[config.mk]
export PLATFORM = sky130hd
export DESIGN_NAME = multicycle_seq_ctrl
export DESIGN_NICKNAME = d
export VERILOG_FILES = /design/src/rtl/multicycle_seq_ctrl.sv
export SDC_FILE = /design/constraint.sdc
export NUM_CORES = 1
export LEC_CHECK = 0
export BUFFER_PORTS_ARGS = -buffer_cell sky130_fd_sc_hd__buf_2
export CAP_MARGIN = 10
export CELL_PAD_IN_SITES_DETAIL_PLACEMENT = 0
export CELL_PAD_IN_SITES_GLOBAL_PLACEMENT = 2
export CORE_MARGIN = 2
export CORE_UTILIZATION = 30
export CTS_BUF_LIST = sky130_fd_sc_hd__clkbuf_8
export DETAILED_ROUTE_END_ITERATION = 10
export PLACE_DENSITY_LB_ADDON = 0.1
export SLEW_MARGIN = 20
export SYNTH_ARGS = -nofsm -noshare
export SYNTH_HDL_FRONTEND = slang
export SYNTH_SLANG_ARGS = --single-unit
[constraint.sdc]
create_clock -name clk -period 5 [get_ports clk]
set_clock_uncertainty 0.1 [all_clocks]
set_input_delay 0.5 -clock clk [delete_from_list [all_inputs] [get_ports clk]]
set_output_delay 0.5 -clock clk [all_outputs]
set_load 0.02 [all_outputs]
[src/rtl/multicycle_seq_ctrl.sv]
// Multi-cycle RV32I instruction sequencer: steps each instruction through
// FETCH/DECODE/EXEC/MEM/WB, drives memory handshakes and datapath enables.
`default_nettype none

module multicycle_seq_ctrl #(
  parameter int MEM_TIMEOUT = 255,
  parameter int CNT_W       = 32
) (
  input  logic             clk,
  input  logic             rst,
  input  logic             en,
  input  logic [6:0]       opcode,
  input  logic             branch_taken,
  input  logic             imem_ready,
  input  logic             dmem_ready,
  output logic             imem_req,
  output logic             dmem_req,
  output logic             dmem_we,
  output logic             ir_write,
  output logic             pc_write,
  output logic [1:0]       pc_sel,
  output logic             reg_write,
  output logic             mem_to_reg,
  output logic             alu_src,
  output logic [2:0]       alu_op,
  output logic             retire,
  output logic [CNT_W-1:0] instret,
  output logic             trap,
  output logic [1:0]       trap_cause
);

  localparam int TMO_W = 8;

  typedef enum logic [2:0] {
    S_IDLE   = 3'd0,
    S_FETCH  = 3'd1,
    S_DECODE = 3'd2,
    S_EXEC   = 3'd3,
    S_MEM    = 3'd4,
    S_WB     = 3'd5,
    S_TRAP   = 3'd6
  } state_t;

  // Instruction class doubles as the ALU class code driven on alu_op.
  localparam logic [2:0] CLS_R    = 3'b000;
  localparam logic [2:0] CLS_I    = 3'b001;
  localparam logic [2:0] CLS_S    = 3'b010;
  localparam logic [2:0] CLS_B    = 3'b011;
  localparam logic [2:0] CLS_U    = 3'b100;
  localparam logic [2:0] CLS_J    = 3'b101;
  localparam logic [2:0] CLS_LOAD = 3'b110;
  localparam logic [2:0] CLS_JALR = 3'b111;

  localparam logic [6:0] OP_R      = 7'b0110011;
  localparam logic [6:0] OP_I      = 7'b0010011;
  localparam logic [6:0] OP_LOAD   = 7'b0000011;
  localparam logic [6:0] OP_STORE  = 7'b0100011;
  localparam logic [6:0] OP_BRANCH = 7'b1100011;
  localparam logic [6:0] OP_AUIPC  = 7'b0010111;
  localparam logic [6:0] OP_JAL    = 7'b1101111;
  localparam logic [6:0] OP_JALR   = 7'b1100111;

  localparam logic [1:0] CAUSE_NONE    = 2'd0;
  localparam logic [1:0] CAUSE_ILLEGAL = 2'd1;
  localparam logic [1:0] CAUSE_IMEM    = 2'd2;
  localparam logic [1:0] CAUSE_DMEM    = 2'd3;

  localparam logic [1:0] PCSEL_SEQ  = 2'd0;
  localparam logic [1:0] PCSEL_REL  = 2'd1;
  localparam logic [1:0] PCSEL_JALR = 2'd2;

  state_t           state_reg, state_next;
  logic [2:0]       class_reg, class_next;
  logic [TMO_W-1:0] tmo_cnt_reg, tmo_cnt_next;
  logic [1:0]       cause_reg, cause_next;
  logic [CNT_W-1:0] instret_reg;

  logic             dec_legal;
  logic [2:0]       dec_class;
  logic             tmo_hit;
  logic             is_mem_class;

  always_comb begin
    dec_legal = 1'b1;
    dec_class = CLS_R;
    case (opcode)
      OP_R:      dec_class = CLS_R;
      OP_I:      dec_class = CLS_I;
      OP_LOAD:   dec_class = CLS_LOAD;
      OP_STORE:  dec_class = CLS_S;
      OP_BRANCH: dec_class = CLS_B;
      OP_AUIPC:  dec_class = CLS_U;
      OP_JAL:    dec_class = CLS_J;
      OP_JALR:   dec_class = CLS_JALR;
      default:   dec_legal = 1'b0;
    endcase
  end

  assign tmo_hit      = (tmo_cnt_reg == TMO_W'(MEM_TIMEOUT));
  assign is_mem_class = (class_reg == CLS_LOAD) || (class_reg == CLS_S);

  // State and bookkeeping registers.
  always_ff @(posedge clk or posedge rst) begin
    if (rst) begin
      state_reg   <= S_IDLE;
      class_reg   <= CLS_R;
      tmo_cnt_reg <= '0;
      cause_reg   <= CAUSE_NONE;
      instret_reg <= '0;
    end else begin
      state_reg   <= state_next;
      class_reg   <= class_next;
      tmo_cnt_reg <= tmo_cnt_next;
      cause_reg   <= cause_next;
      if (retire) begin
        instret_reg <= instret_reg + CNT_W'(1);
      end
    end
  end

  always_comb begin
    state_next = state_reg;
    class_next = class_reg;
    cause_next = cause_reg;
    case (state_reg)
      S_IDLE: begin
        if (en) state_next = S_FETCH;
      end
      S_FETCH: begin
        if (imem_ready) begin
          state_next = S_DECODE;
        end else if (tmo_hit) begin
          state_next = S_TRAP;
          cause_next = CAUSE_IMEM;
        end
      end
      S_DECODE: begin
        if (dec_legal) begin
          class_next = dec_class;
          state_next = S_EXEC;
        end else begin
          state_next = S_TRAP;
          cause_next = CAUSE_ILLEGAL;
        end
      end
      S_EXEC: begin
        if (class_reg == CLS_B)  state_next = S_FETCH;
        else if (is_mem_class)   state_next = S_MEM;
        else                     state_next = S_WB;
      end
      S_MEM: begin
        if (dmem_ready) begin
          state_next = (class_reg == CLS_LOAD) ? S_WB : S_FETCH;
        end else if (tmo_hit) begin
          state_next = S_TRAP;
          cause_next = CAUSE_DMEM;
        end
      end
      S_WB:    state_next = S_FETCH;
      S_TRAP:  state_next = S_TRAP;
      default: state_next = S_IDLE;
    endcase

    // Any state change restarts the wait counter, so it is zero on FETCH/MEM entry.
    if (state_next != state_reg) begin
      tmo_cnt_next = '0;
    end else if (state_reg == S_FETCH || state_reg == S_MEM) begin
      tmo_cnt_next = tmo_cnt_reg + TMO_W'(1);
    end else begin
      tmo_cnt_next = tmo_cnt_reg;
    end
  end

  always_comb begin
    imem_req   = 1'b0;
    dmem_req   = 1'b0;
    dmem_we    = 1'b0;
    ir_write   = 1'b0;
    pc_write   = 1'b0;
    pc_sel     = PCSEL_SEQ;
    reg_write  = 1'b0;
    mem_to_reg = 1'b0;
    alu_src    = 1'b0;
    alu_op     = CLS_R;
    retire     = 1'b0;

    if (state_reg == S_EXEC || state_reg == S_MEM || state_reg == S_WB) begin
      alu_op  = class_reg;
      alu_src = (class_reg != CLS_R) && (class_reg != CLS_B);
    end

    case (state_reg)
      S_FETCH: begin
        imem_req = 1'b1;
        ir_write = imem_ready;
      end
      S_EXEC: begin
        if (class_reg == CLS_B) begin
          pc_write = 1'b1;
          pc_sel   = branch_taken ? PCSEL_REL : PCSEL_SEQ;
          retire   = 1'b1;
        end
      end
      S_MEM: begin
        dmem_req = 1'b1;
        dmem_we  = (class_reg == CLS_S);
        if (dmem_ready && class_reg == CLS_S) begin
          pc_write = 1'b1;
          retire   = 1'b1;
        end
      end
      S_WB: begin
        reg_write  = 1'b1;
        pc_write   = 1'b1;
        retire     = 1'b1;
        mem_to_reg = (class_reg == CLS_LOAD);
        if (class_reg == CLS_J)         pc_sel = PCSEL_REL;
        else if (class_reg == CLS_JALR) pc_sel = PCSEL_JALR;
      end
      default: ;
    endcase
  end

  assign instret    = instret_reg;
  assign trap       = (state_reg == S_TRAP);
  assign trap_cause = cause_reg;

endmodule

`default_nettype wire

==> flow_metrics.py <==
metrics = {
    "status": {
        "status": "finished, final reports clean",
    },
    "cells_and_area": {
        "largest_reg_flops": 32,
        "utilization_pct": 36.5,
        "areaGrowthSynthToFinish_pct": 18.1,
        "layout.cells.non_filler": 432,
        "layout.nets": 338,
        "fillerInstances": 938,
        "drive_gt1_share_pct": 26.2,
        "diodes": 0,
        "stdcell_area_mm2": 0.00317,
    },
    "global_route": {
        "overflow": 0,
        "grt_first_pass_wirelength_mm": 10.4,
        "first_global_vias": 2114,
        "antenna_found_initial": 0,
        "grtUsageTotal_pct": 13.1,
        "grt_max_degree": 49,
    },
    "critical_path": {
        "cp-startpoint": "state_reg[1]",
        "critPathCapture": "retire",
        "cp-start-kind": "flop",
        "crit_required_ns": 4.40,
        "cp_max_fo": 22,
        "arrival_ns": 2.10,
        "regToRegStartpoint": "state_reg[1]",
        "crit_path_end_kind": "output port",
        "crit_type": "reg2out",
        "reg2reg_slack_ns": 2.72,
        "rr_worst_depth": 5,
        "reg2reg_to": "instret[26]",
    },
    "drt": {
        "ant_nets": 0,
        "wl_mm": 6.12,
        "wl_met2_mm": 2.86,
        "drt-met1-wl_mm": 2.95,
        "met3_length_um": 242,
        "vias_per_cell": 4.85,
        "drt_iter0_markers": 55,
        "dr.pass1.iters": 4,
        "wl_per_cell_um": 14.2,
        "top_layer": "met4",
        "via_count": 2096,
        "drc": 0,
    },
    "yosys": {
        "yosys_most_used_dff": "dfrtp_1",
        "synth.avg_cell_area_um2": 10.2,
        "synth_area_leaders": "dfrtp_1 45%, xnor2_1 11%, nand2_1 3.1%",
        "yosysUniqueCellTypes": 51,
        "synthMostInstantiatedCell": "dfrtp_1",
        "synth_common_cells": "48 x dfrtp_1, 33 x xnor2_1, 22 x nand2_1",
        "synth-edff-count": 0,
        "syn_nets": 279,
        "yosysTopAreaCellShare_pct": 44.8,
        "synthesis.area_mm2": 0.00268,
        "syn_inst": 264,
        "async_reset_ff_share_pct": 100,
        "synth_seq_cells": 48,
        "synth_warnings": 0,
        "yosysTopAreaCell": "dfrtp_1",
        "synth_seq_area_share_pct": 44.8,
    },
    "timing": {
        "finalSetupTns_ns": 0,
        "rsz0062_at_grt": "no",
        "finalMaxSlewViolations": 0,
        "holdWs_ns": 0.237,
        "period_share_pct": 54.0,
        "tightest_slew_ns": 0.862,
        "worst_slack_ns": 2.30,
        "relSlewSlack_pct": 42.5,
        "setup_viol": 0,
        "max_freq_ghz": 0.370,
        "fin_crit_ns": 2.70,
        "hold_viol": 0,
    },
    "clock_network": {
        "cts_resized": 0,
        "post_cts_buffers": 0,
        "clk_path_buf_depth": 2,
        "holdBufCountCts": 0,
        "cts_buffers": 5,
        "cts_tree": "built",
        "clkTransAtPathRegs_ns": 0.10,
        "cts.sinks": 48,
        "cts-root-buf": "clkbuf_8",
        "insertion_delay_ns": 0.30,
        "htreeDepth": 2,
    },
    "hold_path": {
        "hp-class": "in2async",
    },
    "power_and_ir_drop": {
        "p_per_area_mw_per_mm2": 360,
        "peakVddDrop_mv": 0.208,
        "leakagePower_nw": 1.44,
        "report.power.total_mw": 1.14,
    },
    "floorplan": {
        "coreArea_mm2": 0.00868,
        "io_pins": 62,
        "die_width_um": 98.6,
        "die_h_um": 98.6,
        "rows": 34,
        "die-area_mm2": 0.00971,
        "initial_core_util_pct": 30.9,
    },
    "placement": {
        "place_ws_ns": 2.63,
        "hpwl_mm": 4.47,
        "place_inst": 424,
        "dpl_cell_area_mm2": 0.00307,
        "port_buffers": 61,
        "place.gp.congestion": 0.728,
    },
    "run": {
        "cap_violations": 0,
    },
}
==> critical path: stages (launching register included) <==
cell     delay, ns
dfrtp_1       0.78
and3b_1       0.31
a31oi_4       0.31
nand2_2       0.20
buf_2         0.20
==> worst min-delay path by stage <==
stage / start / end / slack, ns / cells past startpoint
floorplan: class_reg[1] / class_reg[1] / 0.42 / 2
global placement: instret[31] / instret[31] / 0.36 / 1
detailed placement: instret[31] / instret[31] / 0.36 / 1
CTS: instret[31] / instret[31] / 0.38 / 1
global route: rst / instret[4] / 0.31 / 2
finish: rst / instret[18] / 0.24 / 2
==> cells by family (layout without fill, tap and decap cells) <==
family / count (synthesis) / count (layout) / synth area share [%]
and+or+nand+nor: 118 / 118 / 25.5
adders and majority gates: 2 / 2 / 0.933
xor gates and xnor gates: 39 / 39 / 12.7
AOI/OAI and AO/OA: 38 / 38 / 12.2
DFF: 48 / 48 / 44.8
buffers and inverters: 17 / 77 / 3.03
muxes: 2 / 2 / 0.793
==> metal layers <==
metal,vias to the layer above,global-route usage (%)
met2,43,20.5
li1,1060,-
met4,0,3.79
met1,988,18.3
met3,5,2.70
met5,-,0
==> cell usage in the layout (no fill, tap or decap), types with 2 or more instances in the layout <==
cell type and count:
dfrtp_1 48, a21oi_1 7, nand4_1 12, o31a_1 3, nand3_1 13, and2_1 7
and4_1 8, xnor2_1 33, clkbuf_8 6, ha_1 2, clkinv_2 2, nor3_1 13
and3_1 8, o31ai_1 2, nor2_1 14, o21ai_0 7, nor4_1 4, inv_1 7
nor2b_1 5, xor2_1 6, a31oi_1 3, nand2b_1 2, a211oi_4 2, nand2_1 22
o311ai_0 2, a21oi_2 2, buf_2 61
==> power by group <==
group | total (mW) | switching (mW) | internal, mW
sequential | 0.521 | 0.0907 | 0.430
clock | 0.253 | 0.140 | 0.113
combinational | 0.366 | 0.231 | 0.135
total | 1.14 | 0.461 | 0.679
==> layout make-up <==
class                   count  area, µm²  area share (%)
repair buffers             61        305            9.63
clock inverters             2       13.8           0.434
flip-flops and latches     48       1200            37.9
inverters                   8       31.3           0.987
clock buffers               6       82.6            2.61
multi-input cells         199       1400            44.2
well taps                 108        135            4.26
Power figures use the tool's default switching activity.
